**config.mk**
```make
export PLATFORM = sky130hd
export DESIGN_NAME = mem_port_arbiter
export DESIGN_NICKNAME = d
export VERILOG_FILES = /design/src/rtl/mem_port_arbiter.sv
export SDC_FILE = /design/constraint.sdc
export NUM_CORES = 1
export LEC_CHECK = 0
export ABC_AREA = 1
export BUFFER_PORTS_ARGS = -buffer_cell sky130_fd_sc_hd__buf_2
export CORE_MARGIN = 5
export CORE_UTILIZATION = 40
export DETAILED_ROUTE_END_ITERATION = 8
export PLACE_DENSITY = 0.66
export SYNTH_ARGS = -nofsm -noshare
export SYNTH_HDL_FRONTEND = slang
export SYNTH_SLANG_ARGS = --single-unit
export TNS_END_PERCENT = 5
```
**constraint.sdc**
```tcl
create_clock -name CLK -period 2 [get_ports CLK]
set_clock_uncertainty 0.1 [all_clocks]
set_input_delay 0.3 -clock CLK [delete_from_list [all_inputs] [get_ports CLK]]
set_output_delay 0.3 -clock CLK [all_outputs]
set_load 0.02 [all_outputs]
```
**src/rtl/mem_port_arbiter.sv**
```systemverilog
// mem_port_arbiter: shares one single-ported, variable-latency memory between
// the instruction-fetch (IF) and data-access (D) requesters. D wins ties unless
// IF has been passed over STARVE_LIMIT times in a row. Each access runs
// IDLE -> ACC -> DONE. A stalled access is aborted after TIMEOUT cycles in ACC.
module mem_port_arbiter #(
    parameter int STARVE_LIMIT = 4,
    parameter int TIMEOUT      = 255,
    parameter int AW           = 32
) (
    input  logic          CLK,
    input  logic          RESET,
    input  logic          if_req,
    input  logic [AW-1:0] if_addr,
    output logic          if_ready,
    output logic [31:0]   if_rdata,
    input  logic          d_req,
    input  logic          d_we,
    input  logic [AW-1:0] d_addr,
    input  logic [31:0]   d_wdata,
    input  logic [3:0]    d_be,
    output logic          d_ready,
    output logic [31:0]   d_rdata,
    output logic          bus_err,
    output logic          mem_req,
    output logic          mem_we,
    output logic [AW-1:0] mem_addr,
    output logic [31:0]   mem_wdata,
    output logic [3:0]    mem_be,
    input  logic [31:0]   mem_rdata,
    input  logic          mem_ack,
    output logic          owner
);

    localparam int SW = $clog2(STARVE_LIMIT + 1);
    localparam int TW = $clog2(TIMEOUT + 1);

    localparam logic [SW-1:0] STARVE_MAX  = SW'(STARVE_LIMIT);
    localparam logic [TW-1:0] TIMEOUT_MAX = TW'(TIMEOUT);

    localparam logic [1:0] S_IDLE = 2'd0;
    localparam logic [1:0] S_ACC  = 2'd1;
    localparam logic [1:0] S_DONE = 2'd2;

    logic [1:0]    state;
    logic [SW-1:0] starve_cnt;
    logic [TW-1:0] tcnt;
    logic          err;
    logic          lat_we;
    logic [AW-1:0] lat_addr;
    logic [31:0]   lat_wdata;
    logic [3:0]    lat_be;
    logic          grant_d;

    // D wins unless IF is waiting and has already been passed over STARVE_LIMIT times
    always_comb begin
        grant_d = d_req && !(if_req && (starve_cnt == STARVE_MAX));
    end

    // Access sequencer: arbitration and field latching in IDLE, memory handshake
    // and timeout in ACC, one-cycle completion in DONE
    always_ff @(posedge CLK) begin
        if (RESET) begin
            state      <= S_IDLE;
            starve_cnt <= '0;
            tcnt       <= '0;
            err        <= 1'b0;
            owner      <= 1'b0;
            lat_we     <= 1'b0;
            lat_addr   <= '0;
            lat_wdata  <= '0;
            lat_be     <= '0;
            if_rdata   <= '0;
            d_rdata    <= '0;
        end else begin
            case (state)
                S_IDLE: begin
                    if (d_req || if_req) begin
                        if (grant_d) begin
                            lat_we    <= d_we;
                            lat_addr  <= d_addr;
                            lat_wdata <= d_wdata;
                            lat_be    <= d_be;
                            owner     <= 1'b1;
                        end else begin
                            lat_we    <= 1'b0;
                            lat_addr  <= if_addr;
                            lat_wdata <= '0;
                            lat_be    <= 4'hF;
                            owner     <= 1'b0;
                        end
                        if (grant_d && if_req) begin
                            if (starve_cnt != STARVE_MAX)
                                starve_cnt <= starve_cnt + 1'b1;
                        end else begin
                            starve_cnt <= '0;
                        end
                        // tcnt holds the number of the current ACC cycle, starting at 1
                        tcnt  <= TW'(1);
                        state <= S_ACC;
                    end
                end
                S_ACC: begin
                    if (mem_ack) begin
                        if (owner)
                            d_rdata <= lat_we ? 32'h0 : mem_rdata;
                        else
                            if_rdata <= mem_rdata;
                        state <= S_DONE;
                    end else if (tcnt == TIMEOUT_MAX) begin
                        err <= 1'b1;
                        if (owner)
                            d_rdata <= '0;
                        else
                            if_rdata <= '0;
                        state <= S_DONE;
                    end else begin
                        tcnt <= tcnt + 1'b1;
                    end
                end
                S_DONE: begin
                    err   <= 1'b0;
                    state <= S_IDLE;
                end
                default: state <= S_IDLE;
            endcase
        end
    end

    // Memory side is driven from latched fields only while an access is in flight
    always_comb begin
        mem_req   = (state == S_ACC);
        mem_we    = mem_req && lat_we;
        mem_addr  = mem_req ? lat_addr : '0;
        mem_wdata = mem_req ? lat_wdata : '0;
        mem_be    = mem_req ? lat_be : 4'h0;
    end

    // Completion pulses go to the current owner for the single DONE cycle
    always_comb begin
        if_ready = (state == S_DONE) && !owner;
        d_ready  = (state == S_DONE) && owner;
        bus_err  = (state == S_DONE) && err;
    end

endmodule

```
# --- Word level (Yosys, flattened, before mapping) ---
# Index checks and enable logic that the tools add are counted.
word_totals:
  reg_bits: 148
  inputBits: 138
  output_inout_bits: 138
  elab_cells: 76
classes:
  addsub: 2
  eq_ne: 11
  muxes: 30
  bitwise: 1
  n_reduce_logical: 21
ops:
  columns: ["cell", "count"]
  rows:
  - ["32-bit 2-to-1 mux", 13]
  - ["8-bit 2-to-1 mux", 3]
  - ["8-bit case mux with 2 select lines", 1]
  - ["3-bit AND reduction", 4]
  - ["8-bit by 1-bit adder with 8-bit output (second input constant)", 1]
  - ["8-bit equality test (second input constant)", 1]
  - ["4-bit 2-to-1 mux", 2]
  - ["1-bit logical AND", 7]
  - ["2-bit 2-to-1 mux", 3]
  - ["3-bit 2-to-1 mux", 2]
  - ["2-bit != test (second input constant)", 3]
  - ["2-bit nonzero test", 3]
  - ["1-bit 2-to-1 mux", 4]
  - ["2-bit by 1-bit != test with 1-bit output (second input constant)", 2]
  - ["2-bit case mux with 2 select lines", 1]
  - ["2-bit AND reduction", 2]
  - ["4-bit AND reduction", 1]
  - ["3-bit by 1-bit adder with 3-bit output (second input constant)", 1]
  - ["3-bit equality test (second input constant)", 1]
  - ["3-bit by 1-bit != test with 1-bit output (second input constant)", 1]
  - ["3-bit != test (second input constant)", 1]
  - ["2-bit by 1-bit equality test with 1-bit output (second input constant)", 1]
  - ["2-bit equality test (second input constant)", 1]
  - ["1-bit logical NOT", 2]
  - ["other kinds (4)", 4]

# --- Longest topological paths before layout ---
# Gate-level depths: netlist of the first run.
depth:
  word_depth: 7
  ltp_mapped: 10
  depth_no_buf: 9

# --- Least setup slack after synthesis of the first run ---
# OpenSTA, ideal clock, no wires.
synth_timing:
  path_kind: "register to output"
  startpoint: "reg owner"
  endpoint: "out d_ready"
  arrival_time_ps: 1336
  required_time_ps: 1600
  path_slack_ps: 264
  path_stages_with_launch: 5
  path_buffers: 2
  cell_sequence: "dfxtp_1 buf_2 clkinv_1 clkbuf_1 nor2_1"
synth_between:
  elab_chain_cells: 1
synth_lines:
  columns: ["element", "line_no", "rtl"]
  rows:
  - ["from (decl)", "31", "output logic owner"]
  - ["from (signal assigned)", "67", "owner <= 1'b0;"]
  - ["from (signal assigned)", "83", "owner <= 1'b1;"]
  - ["from (signal assigned)", "89", "owner <= 1'b0;"]
  - ["1-bit logical AND", "141", "d_ready = (state == S_DONE) && owner;"]
  - ["to (decl)", "21", "output logic d_ready,"]
# Every way passes these cells.

# --- Final worst setup path of the first run ---
layout_timing:
  startpoint: "reg state[0]"
  endpoint: "out mem_wdata[1]"
layout_between:
  elab_chain_cells: 2
layout_lines:
  columns: ["element", "line_no", "rtl"]
  rows:
  - ["from (decl)", "44", "logic [1:0] state;"]
  - ["from (signal assigned)", "63", "state <= S_IDLE;"]
  - ["from (signal assigned)", "99", "state <= S_ACC;"]
  - ["from (signal assigned)", "108", "state <= S_DONE;"]
  - ["2-bit by 1-bit equality test with 1-bit output", "131", "mem_req = (state == S_ACC);"]
  - ["32-bit 2-to-1 mux", "134", "mem_wdata = mem_req ? lat_wdata : '0;"]
  - ["to (decl)", "27", "output logic [31:0] mem_wdata,"]
# Every way passes these cells.

==> run metrics, run 1 <==
leakage power=4.84 nW; Setup CP Type=reg -> out; placed cells=1494; root buf cell=clkbuf_16; gr usage total=20.4%; unrepaired setup endpoints after global routing=false; Total Nets Final=1447; CTS Buffer Depth=2; Die ar.=20300 um^2; Clk Latency, worst-skew pair=0.42 ns; ratio of cells with drive above 1 in the final layout=26.6%; Hold Path Origin=d_wdata[20]; TritonCTS Buffers=17; WHS=0.0177 ns; WP data arrival=1.49 ns; CP max FO=48; DRT iter0 DRCs=394; Die X=142 um; PortBufs=275; Peak VDD IR=0.562 mV; most common cell after layout, fill and taps aside=buf_2; Slew headroom=66.8%; first-pass GRT wire length=33800 um; Required @ worst endpoint=1.60 ns; crit path to=mem_wdata[1]; Post-DP HPWL=14900 um; largest net degree at the start of global routing=72; fin crit share=94.4%; CTS tree=built; CTS H-tree depth=4; r2r worst-path depth=10; synth warn=0; fin cells=1544; Reg2Reg Setup Slack=0.24 ns; drt first pass iters=5; Synthesized Nets=1190; Max-Cap Viols=0; Core Area=17200 um^2; vias in the first global route=6793; Final Hold Fails=0; site row count=48; register bit count reported by yosys=148; status=completed; Routed WL=21200 um; diode count=0; Power Density=856 nW/um^2; Critical Path Start=state[0]; Via Count=7393; chip height=142 um; GP Congestion=0.840; total negative setup slack=0 ns; Via density=4.79; CTS clk-pin slew, worst paths=0.07 ns; Tightest Pin Transition=0.498 ns; initial antenna violation count=1; mapped cell area=7020 um^2; endpoint class of the critical path=primary output; Initial Util=40.7%; RR Startpoint=starve_cnt[0]; final core utilization=54.4%; fmax=530 MHz; min-delay worst type=in -> reg; DRC violations left=0; minimum clock period after layout=1.89 ns; average wire per standard cell=13.8 um; I/O Pins=276; synth-to-layout area growth=33.5%; Finish-stage setup viols=0; Worst setup SP type=flip-flop; most frequent cells in the layout=buf_2 (275), nand2_1 (217), nor2_1 (206); Sink Count=148; antenna viol nets, final=0; final slew viol count=0; total gr overflow=0; Post-Synthesis Cells=1049; Worst R2R End=starve_cnt[1]; Seq/Total Area, Yosys=42.2%; syn_area_per_cell=6.69 um^2; Yosys cell types=29
sequential cells by signal, summed over array words and instances (netlist names):
name / flops
tcnt: 8
lat_be: 4
state: 2
lat_we: 1
err: 1
starve_cnt: 3
if_rdata: 32
lat_addr: 32
d_rdata: 32
owner: 1
lat_wdata: 32
cells in the mapped netlist, drive strengths merged:
master	count	share of area (%)
a21oi	64	4.6
o21ai	9	0.80
inv	134	7.2
clkinv	2	0.11
nand3	108	7.8
nor2	209	11
buf	54	4.3
xor2	1	0.12
nor3	1	0.071
o211ai	32	3.4
a22oi	34	3.6
clkbuf	23	1.2
dfxtp	148	42
nand2	224	12
nand4	1	0.089
or2	1	0.089
ha	3	0.53
o21bai	1	0.11
where the power goes:
part	switching [mW]	total [mW]	internal (mW)
Sequential	0.111	3.26	3.15
Clock	1.31	3.32	2.01
Combinational	0.907	1.45	0.540
worst max-delay path, cell delays in order (launching register included):
cell,delay (ns)
dfxtp_1,0.35
nand2_2,0.10
buf_12,0.20
nor2_1,0.19
buf_2,0.20
layer usage:
metal	GRT usage, %	share of wire [%]
met5	0	0.094
met4	7.35	2.0
met3	4.81	7.9
met2	32.9	46
met1	26.6	44
through the flow:
step	area, um^2	setup slack (ns)	total power [mW]
floorplan	7020	0.264	4.25
global placement	8580	0.258	4.73
detailed placement	8580	0.258	4.74
CTS	9370	0.0220	8.10
global route	9370	0.0143	8.43
finish	9370	0.113	8.02
area by class of cell:
type                    instances  area [um^2]
clock buffers                  18          439
clock inverters                14          173
fillers                      1697         7860
inverters                     136          515
multi-input cells             688         3150
flip-flops and latches        148         2960
well taps                     225          282
repair buffers                315         1850
worst min-delay path by stage:
| stage | cells after the start | end |
|---|---|---|
| final | 3 | lat_wdata[20] |
| after global routing | 3 | lat_wdata[7] |
| after CTS | 3 | lat_wdata[1] |
| after detailed placement | 2 | lat_be[0] |
| after global placement | 2 | lat_be[2] |
| after floorplan | 2 | lat_be[0] |
cell families after synthesis:
logic type | count (synthesis) | share of synthesized area, %
flip-flops | 148 | 42.2
adder cells (fa/ha/maj) | 3 | 0.535
buffers and inverters | 213 | 12.9
AND/OR/NAND/NOR | 544 | 31.7
AO/OA/AOI/OAI | 140 | 12.5
XOR/XNOR | 1 | 0.125
timing repair:
action / in CTS / in global routing
hold endpoints to repair: 18 / 0
setup buffers: 0 / 0
resized for setup: 0 / 1
hold buffers: 18 / 0
setup endpoints to repair: 0 / 1
(Power assumes the default switching activity.)
==> inputs of run 2 (changes only) <==
--- a/config.mk
+++ b/config.mk
@@ -5,12 +5,12 @@
 export SDC_FILE = /design/constraint.sdc
 export NUM_CORES = 1
 export LEC_CHECK = 0
-export ABC_AREA = 1
-export BUFFER_PORTS_ARGS = -buffer_cell sky130_fd_sc_hd__buf_2
 export CORE_MARGIN = 5
 export CORE_UTILIZATION = 40
 export DETAILED_ROUTE_END_ITERATION = 8
-export PLACE_DENSITY = 0.66
+export DONT_BUFFER_PORTS = 1
+export GPL_ROUTABILITY_DRIVEN = 0
+export PLACE_DENSITY = 0.52
 export SYNTH_ARGS = -nofsm -noshare
 export SYNTH_HDL_FRONTEND = slang
 export SYNTH_SLANG_ARGS = --single-unit
==> run metrics, run 2 <==
site row count=45 (-6.3%); Max Used Layer=met4; Final Power=7.18 mW (-11%); number of synthesized flops with an enable pin=0 (unchanged); fmax=521 MHz (-1.7%); most common cell after layout, fill and taps aside=dfxtp_1; fin crit share=96.0% (+1.6 points); synth cell count leaders=dfxtp_1 (148), nand2_1 (106), nand3_1 (74); initial antenna violation count=0 (-1); average wire per standard cell=18.8 um (+37%); Max-Cap Viols=0 (unchanged); PortBufs=0 (-100%); WHS=-0.138 ns (-0.156 ns); Die ar.=18000 um^2 (-11%); dominant cell type by area after synthesis=dfxtp_1; Worst setup SP type=flip-flop; synth warn=0 (unchanged); most frequent cells in the layout=dfxtp_1 (146), nand2_1 (106), nand3_1 (74); most frequent cell after synthesis=dfxtp_1; Power Density=966 nW/um^2 (+13%); Peak VDD IR=0.644 mV (+15%); Post-DP HPWL=11700 um (-22%); Final Hold Fails=113 (+113); mapped cell area=6160 um^2 (-12%); Synth area leaders=dfxtp_1 (48%), and2_1 (7.1%), nand2_1 (6.5%); Seq/Total Area, Yosys=48.1% (+5.9 points); total negative setup slack=0 ns (unchanged); chip height=134 um (-5.9%); Required @ worst endpoint=1.60 ns (about the same); register bit count reported by yosys=148 (unchanged); crit path cell chain=nand2b_4 > inv_2 > buf_12 > and2_2; Routed WL=17800 um (-16%); DRC violations left=0 (unchanged); DRT iter0 DRCs=385 (-2.3%); TritonCTS Buffers=17 (unchanged); post-synth top area share=48.1% (+5.9 points); Die X=134 um (-5.9%); Async SR Flop Fraction=0% (unchanged); pre-CTS setup slack=0.0595 ns (-0.199 ns); CP max FO=41 (-15%); unrepaired setup endpoints after global routing=false; Core Area=15100 um^2 (-12%); Slew headroom=18.0% (-49 points); Post-Synthesis Cells=743 (-29%); gr usage total=19.3% (-1.0 points); Slowest-stage cell, CP=dfxtp_2; Via Count=5471 (-26%); antenna viol nets, final=0 (unchanged); ratio of cells with drive above 1 in the final layout=18.0% (-8.6 points); final slew viol count=0 (unchanged); total gr overflow=0 (unchanged); I/O Pins=276 (unchanged); drt first pass iters=5 (unchanged); top_reg_cell synth=dfxtp_1; CTS H-tree depth=4 (unchanged); syn_area_per_cell=8.29 um^2 (+24%); CTS Buffer Depth=2 (unchanged); hold_buf cts=35 (+17); Clk Latency, worst-skew pair=0.42 ns (about the same); minimum clock period after layout=1.92 ns (+0.0322 ns); CTS tree=built; Sink Count=148 (unchanged); vias in the first global route=5528 (-19%); Tightest Pin Transition=1.23 ns (+0.727 ns); diode count=0 (unchanged); Yosys cell types=39 (+34%); violated checks=negative hold slack; Via density=5.79 (+21%); DR WL met2=8630 um (-12%); Initial Util=40.7% (-0.062 points); status=complete, but fails checks; Synthesized Nets=884 (-26%); total routed wire length on the met1 layer=7030 um (-24%); CTS clk-pin slew, worst paths=0.06 ns (about the same); first-pass GRT wire length=28400 um (-16%); min-delay worst type=in -> reg; Finish-stage setup viols=0 (unchanged); largest net degree at the start of global routing=119 (+65%); synth-to-layout area growth=20.7%; met3 wire length=1760 um (+4.5%); WP data arrival=1.52 ns (+0.03 ns); biggest cell delay along the critical path=0.39 ns (+0.04 ns); leakage power=2.68 nW (-45%); Setup CP Type=reg -> out; root buf cell=clkbuf_16; Total Nets Final=887 (-39%); endpoint class of the critical path=primary output; final worst-path setup slack=0.0803 ns (-0.0322 ns)
[run 2: worst max-delay path: cells and delay by family (launching register included)]
| kind | cells | cell delay (ns) |
|---|---|---|
| buffers and inverters | 2 | 0.24 |
| DFF | 1 | 0.39 |
| and+or+nand+nor | 2 | 0.46 |
[run 2: cell families after synthesis]
| kind of cell | count (synthesis) | synth area share, % |
|---|---|---|
| simple gates | 326 | 25.6 |
| compound gates | 185 | 20.4 |
| flops | 148 | 48.1 |
| buf+inv | 80 | 5.20 |
| fa+ha+maj | 3 | 0.610 |
| mux | 1 | 0.163 |
[run 2: metal layers]
metal | vias up | global-route usage, %
li1 | 2634 | -
met1 | 2620 | 22.4
met2 | 192 | 31.9
met3 | 25 | 7.88
met4 | 0 | 7.75
met5 | - | 0
[run 2: timing repair]
item                       4_1_cts  5_1_grt
setup endpoints to repair       69        4
hold endpoints to repair       148      113
gates resized for setup         74        4
pin swaps                        0        1
buffers inserted                 0        2
[run 2: final timing paths]
path,startpoint,end,slack [ns],cells past startpoint
min reg2reg,lat_wdata[10],lat_wdata[10],0.34,2
min,RESET,lat_addr[16],-0.14,1
max,state[1],mem_wdata[3],0.08,4
max reg2reg,tcnt[0],err,0.09,6
[run 2: per-stage QoR]
step / area [um^2] / std cells / hold WS [ns] / utilization (%)
final: 7440 / 945 / -0.138 / 49.1
after global routing: 7440 / 945 / -0.161 / 49.1
after CTS: 7410 / 943 / -0.165 / 48.9
after detailed placement: 6370 / 878 / 0.284 / 42.1
after global placement: 6370 / 878 / 0.281 / 42.1
after floorplan: 6160 / 743 / 0.327 / -
[run 2: cell type report]
cell class                      count  area [um^2]
Clock inverter                     12          133
Tap cell                          188          235
Clock buffer                       18          439
Inverter                            6         22.5
Timing Repair Buffer               58          632
Fill cell                        1428         7710
Sequential cell                   148         2970
Multi-Input combinational cell    515         3010
[run 2: power by group]
part,switching [mW],leakage [nW],internal (mW),total (mW)
clock,1.24,0.274,1.86,3.10
sequential,0.139,1.21,3.12,3.25
combinational,0.508,1.20,0.314,0.822
total,1.89,2.68,5.29,7.18
==> inputs of run 3 (changes only) <==
--- a/config.mk
+++ b/config.mk
@@ -5,12 +5,14 @@
 export SDC_FILE = /design/constraint.sdc
 export NUM_CORES = 1
 export LEC_CHECK = 0
+export ABC_AREA = 1
 export CORE_MARGIN = 5
 export CORE_UTILIZATION = 40
 export DETAILED_ROUTE_END_ITERATION = 8
 export DONT_BUFFER_PORTS = 1
 export GPL_ROUTABILITY_DRIVEN = 0
 export PLACE_DENSITY = 0.52
+export SLEW_MARGIN = 30
 export SYNTH_ARGS = -nofsm -noshare
 export SYNTH_HDL_FRONTEND = slang
 export SYNTH_SLANG_ARGS = --single-unit
==> run metrics, run 3 (synthesis gave the netlist of run 1 again) <==
Core Area=17200 um^2 (+14%); average wire per standard cell=15.9 um (-16%); antenna viol nets, final=0 (unchanged); min-delay worst type=in -> reg; Peak VDD IR=0.593 mV (-8.0%); Sink Count=148 (unchanged); initial antenna violation count=1 (+1); placed cells=1291 (+47%); fmax=522 MHz (+0.17%); Total Nets Final=1276 (+44%); leakage power=4.08 nW (+52%); DRT iter0 DRCs=396 (+2.9%); fin crit share=95.8% (-0.16 points); total gr overflow=0 (unchanged); CTS H-tree depth=4 (unchanged); Post-CTS Setup Repair Bufs=0 (unchanged); Final Hold Fails=0 (-100%); status=completed; root buf cell=clkbuf_16; minimum clock period after layout=1.92 ns (-0.00317 ns); PortBufs=0 (unchanged); Fillers=1701 (+19%); Slew headroom=58.1% (+40 points); CP max FO=4 (-90%); synth-to-layout area growth=26.6%; DRC violations left=0 (unchanged); Max-Cap Viols=0 (unchanged); final core utilization=51.5% (+2.5 points); Tightest Pin Transition=0.629 ns (-0.597 ns); fin cells=1373 (+45%); Worst setup SP type=flip-flop; largest net degree at the start of global routing=59 (-50%); Slowest-stage cell, CP=nor2_1; ratio of cells with drive above 1 in the final layout=13.1% (-4.9 points); final slew viol count=0 (unchanged); Required @ worst endpoint=1.60 ns (about the same); Buf/Inv on CP=1 (-1); Post-DP HPWL=14400 um (+23%); most common cell after layout, fill and taps aside=nand2_1; Final Power=8.05 mW (+12%); RR Startpoint=state[0]; Initial Util=40.7% (+0.062 points); crit path cell chain=inv_2 > or2_2 > nor2_1; Worst path top cell family by delay=simple AND/OR/NAND/NOR gates; TritonCTS Buffers=17 (unchanged); biggest cell delay along the critical path=0.39 ns (about the same); Routed WL=21800 um (+22%); Clk Latency, worst-skew pair=0.41 ns (about the same); total negative setup slack=0 ns (unchanged); first-pass GRT wire length=33500 um (+18%); Critical Path Start=state[1]; endpoint class of the critical path=primary output; Setup CP Type=reg -> out; Die ar.=20300 um^2 (+13%); gr usage total=20.5% (+1.2 points); CTS tree=built; I/O Pins=276 (unchanged); most frequent cells in the layout=nand2_1 (217), nor2_1 (206), dfxtp_1 (146); Finish-stage setup viols=0 (unchanged); CTS clk-pin slew, worst paths=0.07 ns (about the same); site row count=48 (+6.7%); vias in the first global route=6283 (+14%); Die X=142 um (+6.3%); chip height=142 um (+6.3%); WP data arrival=1.52 ns (about the same); WHS=0.0178 ns (+0.156 ns); CTS Buffer Depth=2 (unchanged); Hold Path Origin=d_addr[24]; drt first pass iters=5 (unchanged); Power Density=906 nW/um^2 (-6.2%); Via density=4.90 (-15%); Via Count=6734 (+23%)
==> run 3: layout make-up <==
| type | count | area [um^2] | share of cell area (%) |
|---|---|---|---|
| flip-flops and latches | 148 | 2970 | 33.4 |
| inverters | 136 | 512 | 5.76 |
| well taps | 225 | 282 | 3.17 |
| clock inverters | 14 | 203 | 2.28 |
| clock buffers | 17 | 425 | 4.79 |
| repair buffers | 144 | 1340 | 15.0 |
| diodes | 1 | 2.50 | 0.0282 |
| multi-input cells | 688 | 3160 | 35.6 |
==> run 3: worst paths after layout <==
path                                 endpoint  slack [ns]  cells after the start
worst min-delay path             lat_addr[24]        0.02                      4
worst min register to register      lat_be[1]        0.36                      2
worst max-delay path                  bus_err        0.08                      3
worst max register to register  lat_wdata[15]        0.21                      7
==> run 3: report_power, final <==
part           internal [mW]  switching (mW)
combinational          0.498           0.762
sequential              3.15           0.209
clock                   2.10            1.33
total                   5.74            2.30
==> run 3: metal layers <==
metal | up-vias | wire [um] | global-route usage [%]
met5 | - | 0 | 0
met4 | 0 | 245 | 5.90
met3 | 19 | 2180 | 8.60
met2 | 216 | 10000 | 32.3
met1 | 3029 | 9330 | 25.9
li1 | 3470 | - | -
==> run 3: worst reg2reg max path, stage by stage (launching register included) <==
cell and delay (ns):
dfxtp_2 0.34, nor2_1 0.24, o21ai_4 0.10, buf_4 0.30, nor2_2 0.21, buf_12 0.21
a22oi_1 0.12, nor2_1 0.12
==> run 3: per-stage QoR <==
| step | cell area (um^2) | worst slack (ns) |
|---|---|---|
| finish | 8880 | 0.0835 |
| global route | 8880 | -0.00727 |
| CTS | 8820 | 0.0150 |
| detailed placement | 7690 | 0.224 |
| global placement | 7690 | 0.247 |
| floorplan | 7020 | 0.264 |
==> run 3: timing repair <==
| action | CTS | global route |
|---|---|---|
| gates cloned | 0 | 2 |
| endpoints found under the setup margin | 32 | 32 |
| pin swaps | 0 | 0 |
| hold endpoints to repair | 51 | 0 |
| gates resized for setup | 2 | 4 |
| hold buffers | 48 | 0 |
